$ cat src/rtl/uart_tx_arbiter_if.sv
// Requester and transmitter handshake bundle for uart_tx_arbiter.
// The arbiter uses the master modport and the surrounding logic uses the slave modport.
interface uart_tx_arbiter_if #(
  parameter int unsigned NUM_REQ = 4
);

  logic [NUM_REQ-1:0]   req_i;
  logic [8*NUM_REQ-1:0] byte_i;
  logic [NUM_REQ-1:0]   ack_o;
  logic                 tx_dv_o;
  logic [7:0]           tx_byte_o;
  logic                 tx_active_i;
  logic                 tx_done_i;
  logic                 busy_o;
  logic [2:0]           owner_o;
  logic                 timeout_o;

  modport master (
    input  req_i, byte_i, tx_active_i, tx_done_i,
    output ack_o, tx_dv_o, tx_byte_o, busy_o, owner_o, timeout_o
  );

  modport slave (
    output req_i, byte_i, tx_active_i, tx_done_i,
    input  ack_o, tx_dv_o, tx_byte_o, busy_o, owner_o, timeout_o
  );

endinterface

$ cat src/rtl/uart_tx_arbiter.sv
// Round-robin arbiter that shares one UART transmitter between NUM_REQ byte requesters.
// Optional macro UART_ARB_LOCK_EN keeps a grant on one requester for up to BURST_MAX bytes.
module uart_tx_arbiter #(
  parameter int unsigned NUM_REQ      = 4,
  parameter int unsigned TIMEOUT_CLKS = 4096,
  parameter int unsigned BURST_MAX    = 16
) (
  input  logic              clk_i,
  input  logic              rst_i,
  uart_tx_arbiter_if.master bus
);

  localparam int unsigned SEL_W = $clog2(NUM_REQ);
  localparam int unsigned CNT_W = $clog2(TIMEOUT_CLKS) + 1;

  typedef enum logic [1:0] {
    ST_IDLE      = 2'd0,
    ST_LAUNCH    = 2'd1,
    ST_WAIT_DONE = 2'd2,
    ST_RELEASE   = 2'd3
  } state_t;

  if (NUM_REQ < 2 || NUM_REQ > 8 || TIMEOUT_CLKS < 2 || BURST_MAX < 1) begin : g_bad_cfg
    $error("uart_tx_arbiter: unsupported parameter set");
  end

  state_t             r_state;
  state_t             w_state_nxt;
  logic               w_ready;
  logic               w_any_req;
  logic               w_wdog_hit;
  logic               w_launch;
  logic [SEL_W-1:0]   r_rr_ptr;
  logic [SEL_W-1:0]   r_sel;
  logic [SEL_W-1:0]   w_rr_sel;
  logic [SEL_W-1:0]   w_sel;
  logic [SEL_W-1:0]   w_scan_idx;
  logic [7:0]         w_sel_byte;
  logic [CNT_W-1:0]   r_wdog;

  logic [NUM_REQ-1:0] r_ack;
  logic [NUM_REQ-1:0] w_ack_nxt;
  logic               r_tx_dv;
  logic               w_tx_dv_nxt;
  logic [7:0]         r_tx_byte;
  logic [7:0]         w_tx_byte_nxt;
  logic               r_busy;
  logic               w_busy_nxt;
  logic [2:0]         r_owner;
  logic [2:0]         w_owner_nxt;
  logic               r_timeout;
  logic               w_timeout_nxt;

  assign w_ready    = ~bus.tx_active_i & ~bus.tx_done_i;
  assign w_any_req  = |bus.req_i;
  // Fires as the count steps onto TIMEOUT_CLKS-1, so the pulse and RELEASE coincide
  assign w_wdog_hit = (r_wdog == CNT_W'(TIMEOUT_CLKS - 2));
  assign w_launch   = (r_state == ST_IDLE) && (w_state_nxt == ST_LAUNCH);

  // Downward scan so the last hit is the lowest offset from r_rr_ptr
  always_comb begin
    w_rr_sel   = r_rr_ptr;
    w_scan_idx = r_rr_ptr;
    for (int k = int'(NUM_REQ) - 1; k >= 0; k--) begin
      w_scan_idx = SEL_W'((32'(r_rr_ptr) + 32'(k)) % NUM_REQ);
      if (bus.req_i[w_scan_idx]) w_rr_sel = w_scan_idx;
    end
  end

`ifdef UART_ARB_LOCK_EN
  localparam int unsigned BURST_W = $clog2(BURST_MAX + 1);

  logic [BURST_W-1:0] r_burst;
  logic               w_lock_hit;

  assign w_lock_hit = bus.req_i[r_sel] && (r_burst < BURST_W'(BURST_MAX));
  assign w_sel      = w_lock_hit ? r_sel : w_rr_sel;

  // Bytes sent under the current grant; restarts at 1 whenever rotation picks the owner
  always_ff @(posedge clk_i) begin
    if (rst_i) begin
      r_burst <= '0;
    end else if (w_launch) begin
      r_burst <= w_lock_hit ? r_burst + BURST_W'(1) : BURST_W'(1);
    end
  end
`else
  assign w_sel = w_rr_sel;
`endif

  always_comb begin
    w_sel_byte = 8'h00;
    for (int k = 0; k < int'(NUM_REQ); k++) begin
      if (w_sel == SEL_W'(k)) w_sel_byte = bus.byte_i[8*k +: 8];
    end
  end

  always_ff @(posedge clk_i) begin
    if (rst_i) r_state <= ST_IDLE;
    else       r_state <= w_state_nxt;
  end

  always_comb begin
    w_state_nxt = r_state;
    case (r_state)
      ST_IDLE:      if (w_ready && w_any_req) w_state_nxt = ST_LAUNCH;
      ST_LAUNCH:    w_state_nxt = ST_WAIT_DONE;
      ST_WAIT_DONE: if (bus.tx_done_i || w_wdog_hit) w_state_nxt = ST_RELEASE;
      ST_RELEASE:   if (w_ready) w_state_nxt = ST_IDLE;
      default:      w_state_nxt = ST_IDLE;
    endcase
  end

  // Next values of the registered outputs
  always_comb begin
    w_ack_nxt     = '0;
    w_tx_dv_nxt   = 1'b0;
    w_timeout_nxt = 1'b0;
    w_busy_nxt    = (w_state_nxt != ST_IDLE);
    w_tx_byte_nxt = r_tx_byte;
    w_owner_nxt   = r_owner;
    if (w_launch) begin
      w_tx_dv_nxt      = 1'b1;
      w_ack_nxt[w_sel] = 1'b1;
      w_tx_byte_nxt    = w_sel_byte;
      w_owner_nxt      = 3'(w_sel);
    end
    if ((r_state == ST_WAIT_DONE) && !bus.tx_done_i && w_wdog_hit) w_timeout_nxt = 1'b1;
  end

  always_ff @(posedge clk_i) begin
    if (rst_i) begin
      r_rr_ptr  <= '0;
      r_sel     <= '0;
      r_wdog    <= '0;
      r_ack     <= '0;
      r_tx_dv   <= 1'b0;
      r_tx_byte <= 8'h00;
      r_busy    <= 1'b0;
      r_owner   <= 3'd0;
      r_timeout <= 1'b0;
    end else begin
      r_ack     <= w_ack_nxt;
      r_tx_dv   <= w_tx_dv_nxt;
      r_tx_byte <= w_tx_byte_nxt;
      r_busy    <= w_busy_nxt;
      r_owner   <= w_owner_nxt;
      r_timeout <= w_timeout_nxt;
      if (w_launch) r_sel <= w_sel;
      if (r_state == ST_LAUNCH) begin
        r_rr_ptr <= SEL_W'((32'(r_sel) + 32'd1) % NUM_REQ);
        r_wdog   <= '0;
      end else if (r_state == ST_WAIT_DONE) begin
        r_wdog   <= r_wdog + CNT_W'(1);
      end
    end
  end

  assign bus.ack_o     = r_ack;
  assign bus.tx_dv_o   = r_tx_dv;
  assign bus.tx_byte_o = r_tx_byte;
  assign bus.busy_o    = r_busy;
  assign bus.owner_o   = r_owner;
  assign bus.timeout_o = r_timeout;

endmodule
$ cat src/flat_wrapper.sv
// flat-port wrapper written by rule: the top's interface ports become plain ports
module uart_tx_arbiter_flat 
#(
  parameter int unsigned NUM_REQ      = 4,
  parameter int unsigned TIMEOUT_CLKS = 4096,
  parameter int unsigned BURST_MAX    = 16
)
  (clk_i, rst_i, bus_req_i, bus_byte_i, bus_tx_active_i, bus_tx_done_i, bus_ack_o, bus_tx_dv_o, bus_tx_byte_o, bus_busy_o, bus_owner_o, bus_timeout_o);
  uart_tx_arbiter_if #(.NUM_REQ(NUM_REQ)) bus_i ();
  input  logic clk_i;
  input  logic rst_i;
  input wire logic [$bits(bus_i.req_i)-1:0] bus_req_i;
  input wire logic [$bits(bus_i.byte_i)-1:0] bus_byte_i;
  input wire logic [$bits(bus_i.tx_active_i)-1:0] bus_tx_active_i;
  input wire logic [$bits(bus_i.tx_done_i)-1:0] bus_tx_done_i;
  output wire logic [$bits(bus_i.ack_o)-1:0] bus_ack_o;
  output wire logic [$bits(bus_i.tx_dv_o)-1:0] bus_tx_dv_o;
  output wire logic [$bits(bus_i.tx_byte_o)-1:0] bus_tx_byte_o;
  output wire logic [$bits(bus_i.busy_o)-1:0] bus_busy_o;
  output wire logic [$bits(bus_i.owner_o)-1:0] bus_owner_o;
  output wire logic [$bits(bus_i.timeout_o)-1:0] bus_timeout_o;
  assign bus_i.req_i = bus_req_i;
  assign bus_i.byte_i = bus_byte_i;
  assign bus_i.tx_active_i = bus_tx_active_i;
  assign bus_i.tx_done_i = bus_tx_done_i;
  assign bus_ack_o = bus_i.ack_o;
  assign bus_tx_dv_o = bus_i.tx_dv_o;
  assign bus_tx_byte_o = bus_i.tx_byte_o;
  assign bus_busy_o = bus_i.busy_o;
  assign bus_owner_o = bus_i.owner_o;
  assign bus_timeout_o = bus_i.timeout_o;
  uart_tx_arbiter #(.NUM_REQ(NUM_REQ), .TIMEOUT_CLKS(TIMEOUT_CLKS), .BURST_MAX(BURST_MAX)) u_core (.clk_i(clk_i), .rst_i(rst_i), .bus(bus_i));
endmodule
$ cat config.mk
export PLATFORM = sky130hd
export DESIGN_NAME = uart_tx_arbiter_flat
export DESIGN_NICKNAME = d
export VERILOG_FILES = /design/src/rtl/uart_tx_arbiter_if.sv /design/src/rtl/uart_tx_arbiter.sv /design/src/flat_wrapper.sv
export SDC_FILE = /design/constraint.sdc
export NUM_CORES = 1
export LEC_CHECK = 0
export BUFFER_PORTS_ARGS = -buffer_cell sky130_fd_sc_hd__buf_2
export CORE_MARGIN = 2
export CORE_UTILIZATION = 50
export CTS_BUF_LIST = sky130_fd_sc_hd__clkbuf_4
export CTS_CLUSTER_DIAMETER = 200
export DETAILED_ROUTE_END_ITERATION = 10
export GPL_TIMING_DRIVEN = 1
export PLACE_DENSITY = 0.78
export SLEW_MARGIN = 25
export SYNTH_ARGS = -nofsm -noshare
export SYNTH_HDL_FRONTEND = slang
export SYNTH_SLANG_ARGS = --single-unit
$ cat constraint.sdc
create_clock -name clk_i -period 2.1 [get_ports clk_i]
set_input_delay 0.42 -clock clk_i [delete_from_list [all_inputs] [get_ports clk_i]]
set_output_delay 0.42 -clock clk_i [all_outputs]
set_load 0.02 [all_outputs]
* Yosys cells after proc, flatten, opt, wreduce, memory -nomap -nowiden
Cells that the tools add are included.
** Operators by class
- Equal/unequal tests :: 8
- $lt $le $gt $ge :: 6
- Reduce and logical (&&, ||, !) cells :: 13
- Bitwise operators :: 4
- $add $sub $neg :: 5
- Multiplexer cells :: 24
** Operators by type and width (number)
- two-way mux 8 bit :: 4
- less-than comparator 2 x 3 -> 1 bit (second input constant) :: 5
- two-way mux 2 bit :: 7
- adder 13 x 1 -> 13 bit (second input constant) :: 1
- == test 13 x 12 -> 1 bit (second input constant) :: 1
- binary-select mux 1 bit (select 2 bit) :: 4
- == test 2 bit (second input constant) :: 4
- one-hot mux 2 bit (4 select lines) :: 1
- two-way mux 1 bit :: 7
- == test 2 x 1 -> 1 bit (second input constant) :: 3
- logical AND 1 bit :: 5
- adder 2 x 1 -> 2 bit (second input constant) :: 2
- adder 2 bit (second input constant) :: 2
- zero test 2 bit :: 2
- OR reduction 2 bit :: 2
- OR reduction 4 bit :: 1
- inverter 1 bit :: 3
- demux 1 bit (select 2 bit) :: 1
- greater-or-equal comparator 2 x 1 -> 1 bit (second input constant) :: 1
- nonzero test 2 bit :: 1
- AND 1 bit :: 1
- zero test 1 bit :: 1
- logical OR 1 bit :: 1
** Word-level totals
- Output and inout bits :: 18
- Logic and storage cells :: 69
- Input bits :: 40
- Register bits after elaboration :: 34

* Depth between registers and ports, before layout
- Depth in word-level cells :: 12
- Depth in mapped cells :: 8
- Depth with buffers taken out :: 6

* Least setup slack after synthesis
No wires, ideal clock.
- Kind :: in2reg
- Start point :: in bus_req_i[0]
- End point :: reg u_core.r_tx_byte[0], in the netlist u_core.bus.tx_byte_o[0]
- Arrival time :: 1.745 ns
- Required time :: 1.966 ns
- Setup time :: 0.134 ns
- Path buffers :: 2
- Path slack :: 0.221 ns
- Cell stages on the path :: 8
- Path through :: buf_6 > inv_1 > nor2_1 > o31ai_4 > buf_6 > mux2_4 > a221oi_1 > a211oi_1
** Between the ends
- Cells in the longest elaborated chain, start to end :: 11
- Elaborated cells between the ends (all ways) :: 26
- Classes of those cells :: eq/ne: 4; mux: 18; reduce/logical: 4
** Ends and longest elaborated chain
- from (decl) :: line flat_wrapper.sv:12 : input wire logic [$bits(bus_i.req_i)-1:0] bus_req_i;
- binary-select mux 1 bit (select 2 bit) :: line uart_tx_arbiter.sv:66 : if (bus.req_i[w_scan_idx]) w_rr_sel = w_scan_idx;
- two-way mux 1 bit (not written as such) :: line uart_tx_arbiter.sv:66
- two-way mux 2 bit (4 in a row) :: line uart_tx_arbiter.sv:66
- zero test 2 bit :: line uart_tx_arbiter.sv:94 : if (w_sel == SEL_W'(k)) w_sel_byte = bus.byte_i[8*k +: 8];
- two-way mux 8 bit (4 in a row) :: line uart_tx_arbiter.sv:94
- to (signal assigned) :: line uart_tx_arbiter.sv:145 : r_tx_byte <= w_tx_byte_nxt;
- to (decl) :: line uart_tx_arbiter.sv:45 : logic [7:0] r_tx_byte;
Several ways; a longest one is shown, not always the timed one. The select of a mux whose other input is x is not followed.
A chain may end at the register's enable or synchronous reset.

* Final worst setup path
- Start point :: reg u_core.r_rr_ptr[1]
- End point :: reg u_core.r_tx_byte[4], in the netlist u_core.bus.tx_byte_o[4]
** Between the ends
- Cells in the longest elaborated chain, start to end :: 12
- Elaborated cells between the ends (all ways) :: 23
- Classes of those cells :: add/sub: 3; eq/ne: 3; mux: 16; reduce/logical: 1
** Ends and longest elaborated chain
- from (decl) :: line uart_tx_arbiter.sv:33 : logic [SEL_W-1:0] r_rr_ptr;
- from (signal assigned) :: line uart_tx_arbiter.sv:151 : r_rr_ptr <= SEL_W'((32'(r_sel) + 32'd1) % NUM_REQ);
- adder 2 bit :: line uart_tx_arbiter.sv:65 : w_scan_idx = SEL_W'((32'(r_rr_ptr) + 32'(k)) % NUM_REQ);
- binary-select mux 1 bit (select 2 bit) :: line uart_tx_arbiter.sv:66
- two-way mux 1 bit (not written as such) :: line uart_tx_arbiter.sv:66
- two-way mux 2 bit (3 in a row) :: line uart_tx_arbiter.sv:66
- two-way mux 2 bit * :: line uart_tx_arbiter.sv:66
- zero test 2 bit :: line uart_tx_arbiter.sv:94
- two-way mux 8 bit (3 in a row) :: line uart_tx_arbiter.sv:94
- two-way mux 8 bit * :: line uart_tx_arbiter.sv:94
Every way passes the cells marked *; elsewhere a longest branch is shown, timed or not. The select of a mux whose other input is x is not followed.

==> results <==
- The post-CTS setup buffer count is 0.
- The number of nets at the end of the flow is 316.
- The quantity of I/O buffers inserted on ports is 56.
- The detailed router placed 1,692 vias in this run.
- The floorplan step defined a core boundary enclosing 0.00336 mm².
- The power density over the cells is 607 mW/mm².
- The critical path startpoint category is a register.
- The post-synthesis sequential element count is 34.
- At the later pin of the worst-skew pair, clock insertion delay measures 0.34 ns.
- The number of synthesized flops with an enable pin is 0.
- In this run the static leakage power is 0.000941 µW.
- The number of gates given a new drive strength after cts is 0.
- The number of antenna diodes in the final layout is 0.
- The library cells used most frequently in the layout, excluding fill and tap cells, are buf_2 (56), dfxtp_1 (34), nor2_1 (31).
- The total of endpoints with negative setup slack in the final report is 0.
- Sequential cells were found to cover 38.4% of the synthesized design area.
- The path with the worst hold slack has its endpoint at u_core.bus.timeout_o.
- The largest voltage drop on the vdd net is 385 µV.
- In this run, post-CTS hold repair placed 0 buffers.
- The die boundary width is 63.6 µm.
- The initial antenna violation count came to 0.
- The startpoint identified for the worst register-to-register timing path is u_core.r_rr_ptr[1].
- The number of cells on the worst reg-to-reg path is 7.
- Wires add up to 3970 µm.
- In the routed layout, each cell is associated on average with a via count of 5.27.
- The per-cell routed wire length is 12.4 µm.
- In the synthesized netlist the async set-or-reset flop fraction comes to 0%.
- The synthesized area divided by synthesized cell count is 8.61 µm².
- Once layout is done, the placed cells without fillers occupy 0.00222 mm².
- The congestion estimate from routability-driven global placement came to 0.798.
- The area occupied by multi-input gates is 0.00100 mm².
- Synthesis handed over a netlist of 206 instances.
- Setup repair after global routing left no endpoint under its margin.
- The run finished with clean final reports.
- The number of routed nets with antenna violations is 0.
- The first global-routing pass estimated 6640 µm of wire.
- The first-pass iteration count of the detailed router is 4.
- The reported max-cap violation count is 0.
- The root buffer selected by CTS is clkbuf_4.
- At the worst endpoint, the required time is 2.30 ns.
- Clock-pin slew was measured on the worst setup and hold paths at 0.11 ns.
- The TritonCTS clock tree is built.
- In the final layout, the share of cells above drive strength 1 is 33.5%.
- The post-route DRC violation count is 0.
- The end of the worst register-to-register path is u_core.bus.tx_byte_o[4].
- The cell area that synthesis handed to floorplanning was 0.00177 mm².
- The detailed router finished its first iteration with 76 violations.
- Global routing finished with a remaining overflow of 0.
- The worst pin sits at a relative slew slack of 47.3%.
- The longest clock path from root to sink contains 2 buffers.
- The number of pins exceeding their max-slew limit in the final report is 0.
- Excluding fillers, the count of instances in the completed layout stands at 321.
- Data on the critical path arrives at its endpoint at 2.13 ns.
- The largest net degree at the start of global routing is 23.
- The count of synthesis-stage warnings from yosys is 0.
- Leaving out fill and tap cells, the most frequent cell in the layout is buf_2.
- The most frequently used flop master after synthesis is dfxtp_1.
- The total I/O pin count is 58.
- The area growth from synthesis to final layout is 25.0%.
- For the final database, setup skew stands at 0.0146 ns.
- The instance area after placement is 0.00214 mm².
- The reg2reg setup slack is 0.17 ns.
- met2 is the most crowded layer.
- The hold violation count in the final report is 0.
- For this run, global-route usage on met3 was measured as 6.07%.
- In this run the worst path has a maximum fanout of 7.
- The worst hold path passes through 2 cells.
- Global routing consumed, on the met1 layer, 25.5% of the routing resources.
- The number of H-tree levels is 2.
- The via count of the first global-routing pass was 1,603.
- The met2 routing resource usage after global routing is 33.7%.
- The area of the die is 0.00404 mm².
- The maximum clock frequency is 0.518 GHz.
- The total placed cells including tap cells is 310.
- The smallest clock period supported by the final layout is computed as 1.93 ns.
- When the netlist entered floorplanning its net count stood at 248.
- The worst hold path begins at bus_tx_done_i.
- The register cell area after layout is 681 µm².
- The tightest min-delay check is of the in2reg type.
- At the pin with the least slew margin, the transition time is 0.790 ns.
- Row generation in the floorplan step produced 21 rows.
- The filler cell count in the final layout is 337.
- After layout, the worst path uses 92.0% of the clock period.
- The post-detailed-placement half-perimeter wirelength is 2970 µm.
- For this design, the sink count on the clock tree is 34.
- The type of the worst setup path is reg2reg.
- The number of different library cells in the post-synthesis netlist is 49.
- For this configuration, the core starts out at a cell density of 52.8%.
- The number of buffers added by the clock tree synthesis step is 5.
- The die is 63.6 µm tall.
- The worst setup path is captured at a register.
- Across every metal layer, demand over resource in global routing totals 20.5%.
==> synth_stat cells, types with 2 or more instances <==
cell | n | share of area, %
a211oi_1 | 8 | 3.4
a21oi_1 | 12 | 3.4
a221oi_1 | 5 | 2.5
a31oi_1 | 3 | 1.1
and2_1 | 2 | 0.71
and3_1 | 2 | 0.71
buf_2 | 4 | 1.1
buf_6 | 2 | 1.3
clkbuf_1 | 3 | 0.63
dfxtp_1 | 34 | 38
ha_1 | 2 | 1.4
inv_1 | 8 | 1.7
mux2_1 | 2 | 1.3
mux2_4 | 4 | 3.4
mux2i_1 | 3 | 1.7
nand2_1 | 25 | 5.3
nand2b_1 | 3 | 1.1
nand3_1 | 2 | 0.56
nand4_1 | 2 | 0.71
nor2_1 | 31 | 6.6
nor2b_1 | 2 | 0.71
nor3_1 | 3 | 0.85
nor3b_1 | 2 | 0.85
nor4_1 | 3 | 1.1
o21ai_0 | 5 | 1.4
o221ai_1 | 2 | 0.99
o22ai_1 | 2 | 0.71
or3_1 | 3 | 1.1
xnor2_1 | 2 | 0.99
xor2_1 | 6 | 3.0
==> report_power, final <==
part | total, µW | internal [µW] | switching, µW | leakage, µW
Combinational | 308 | 139 | 169 | 0.000636
Sequential | 690 | 671 | 19.1 | 0.000276
Clock | 348 | 124 | 224 | 0.0000286
==> cell families after synthesis <==
group	count (synthesis)	share of synthesized area [%]
AND/OR/NAND/NOR	85	22.3
AO/OA/AOI/OAI	49	22.3
flip-flops	34	38.4
buffers and inverters	18	5.15
multiplexers	9	6.35
XOR/XNOR	8	3.95
adder cells (fa/ha/maj)	2	1.41
other	1	0.211
==> registers in the layout (all words and copies together), names as in the netlist <==
register              cells
u_core.r_wdog            13
u_core.bus.tx_byte_o      8
u_core.bus.ack_o          4
u_core.r_rr_ptr           2
u_core.r_sel              2
u_core.r_state            2
u_core.bus.busy_o         1
u_core.bus.timeout_o      1
u_core.bus.tx_dv_o        1
==> critical path: stages (launching register included) <==
cell and delay, ns:
dfxtp_1 0.39, or2_4 0.16, a21oi_4 0.06, o31ai_4 0.26, buf_4 0.22, mux2_1 0.33
a221oi_1 0.28, a211oi_1 0.11
==> cell type report <==
type / instances / area share [%]
Timing Repair Buffer: 71 / 17.7
Inverter: 8 / 1.35
Tap cell: 46 / 2.60
Clock inverter: 3 / 0.734
Sequential cell: 34 / 30.7
Multi-Input combinational cell: 154 / 45.2
Clock buffer: 5 / 1.69
==> how the worst max path moves through the flow <==
| stage | startpoint | to | slack [ns] | depth (start not counted) |
|---|---|---|---|---|
| 3_5_place_dp | bus_req_i[0] | u_core.bus.tx_byte_o[4] | -0.09 | 7 |
| 3_3_place_gp | bus_req_i[0] | u_core.bus.tx_byte_o[4] | -0.06 | 7 |
| 6_report | u_core.r_rr_ptr[1] | u_core.bus.tx_byte_o[4] | 0.17 | 7 |
| 5_1_grt | u_core.r_rr_ptr[1] | u_core.bus.tx_byte_o[6] | 0.06 | 6 |
| 4_1_cts | u_core.r_rr_ptr[1] | u_core.bus.tx_byte_o[4] | 0.06 | 6 |
| 2_1_floorplan | bus_req_i[0] | u_core.bus.tx_byte_o[0] | 0.22 | 8 |
==> layer usage <==
metal	wire (µm)	vias to the layer above
met5	0	-
met4	48	0
met3	166	4
met2	1890	29
met1	1870	794
li1	-	865
==> through the flow <==
step | hold slack [ns] | util, % | setup slack [ns] | total power, µW | TNS [ns]
6_report | 0.289 | 65.9 | 0.169 | 1350 | 0
5_1_grt | 0.271 | 65.9 | 0.0599 | 1420 | 0
4_1_cts | 0.274 | 65.3 | 0.0568 | 1350 | 0
3_5_place_dp | 0.480 | 63.7 | -0.0888 | 1000 | -0.195
3_3_place_gp | 0.470 | 63.7 | -0.0615 | 1000 | -0.123
2_1_floorplan | 0.454 | - | 0.221 | 902 | 0
No activity file was read; power rests on OpenSTA's default activity.
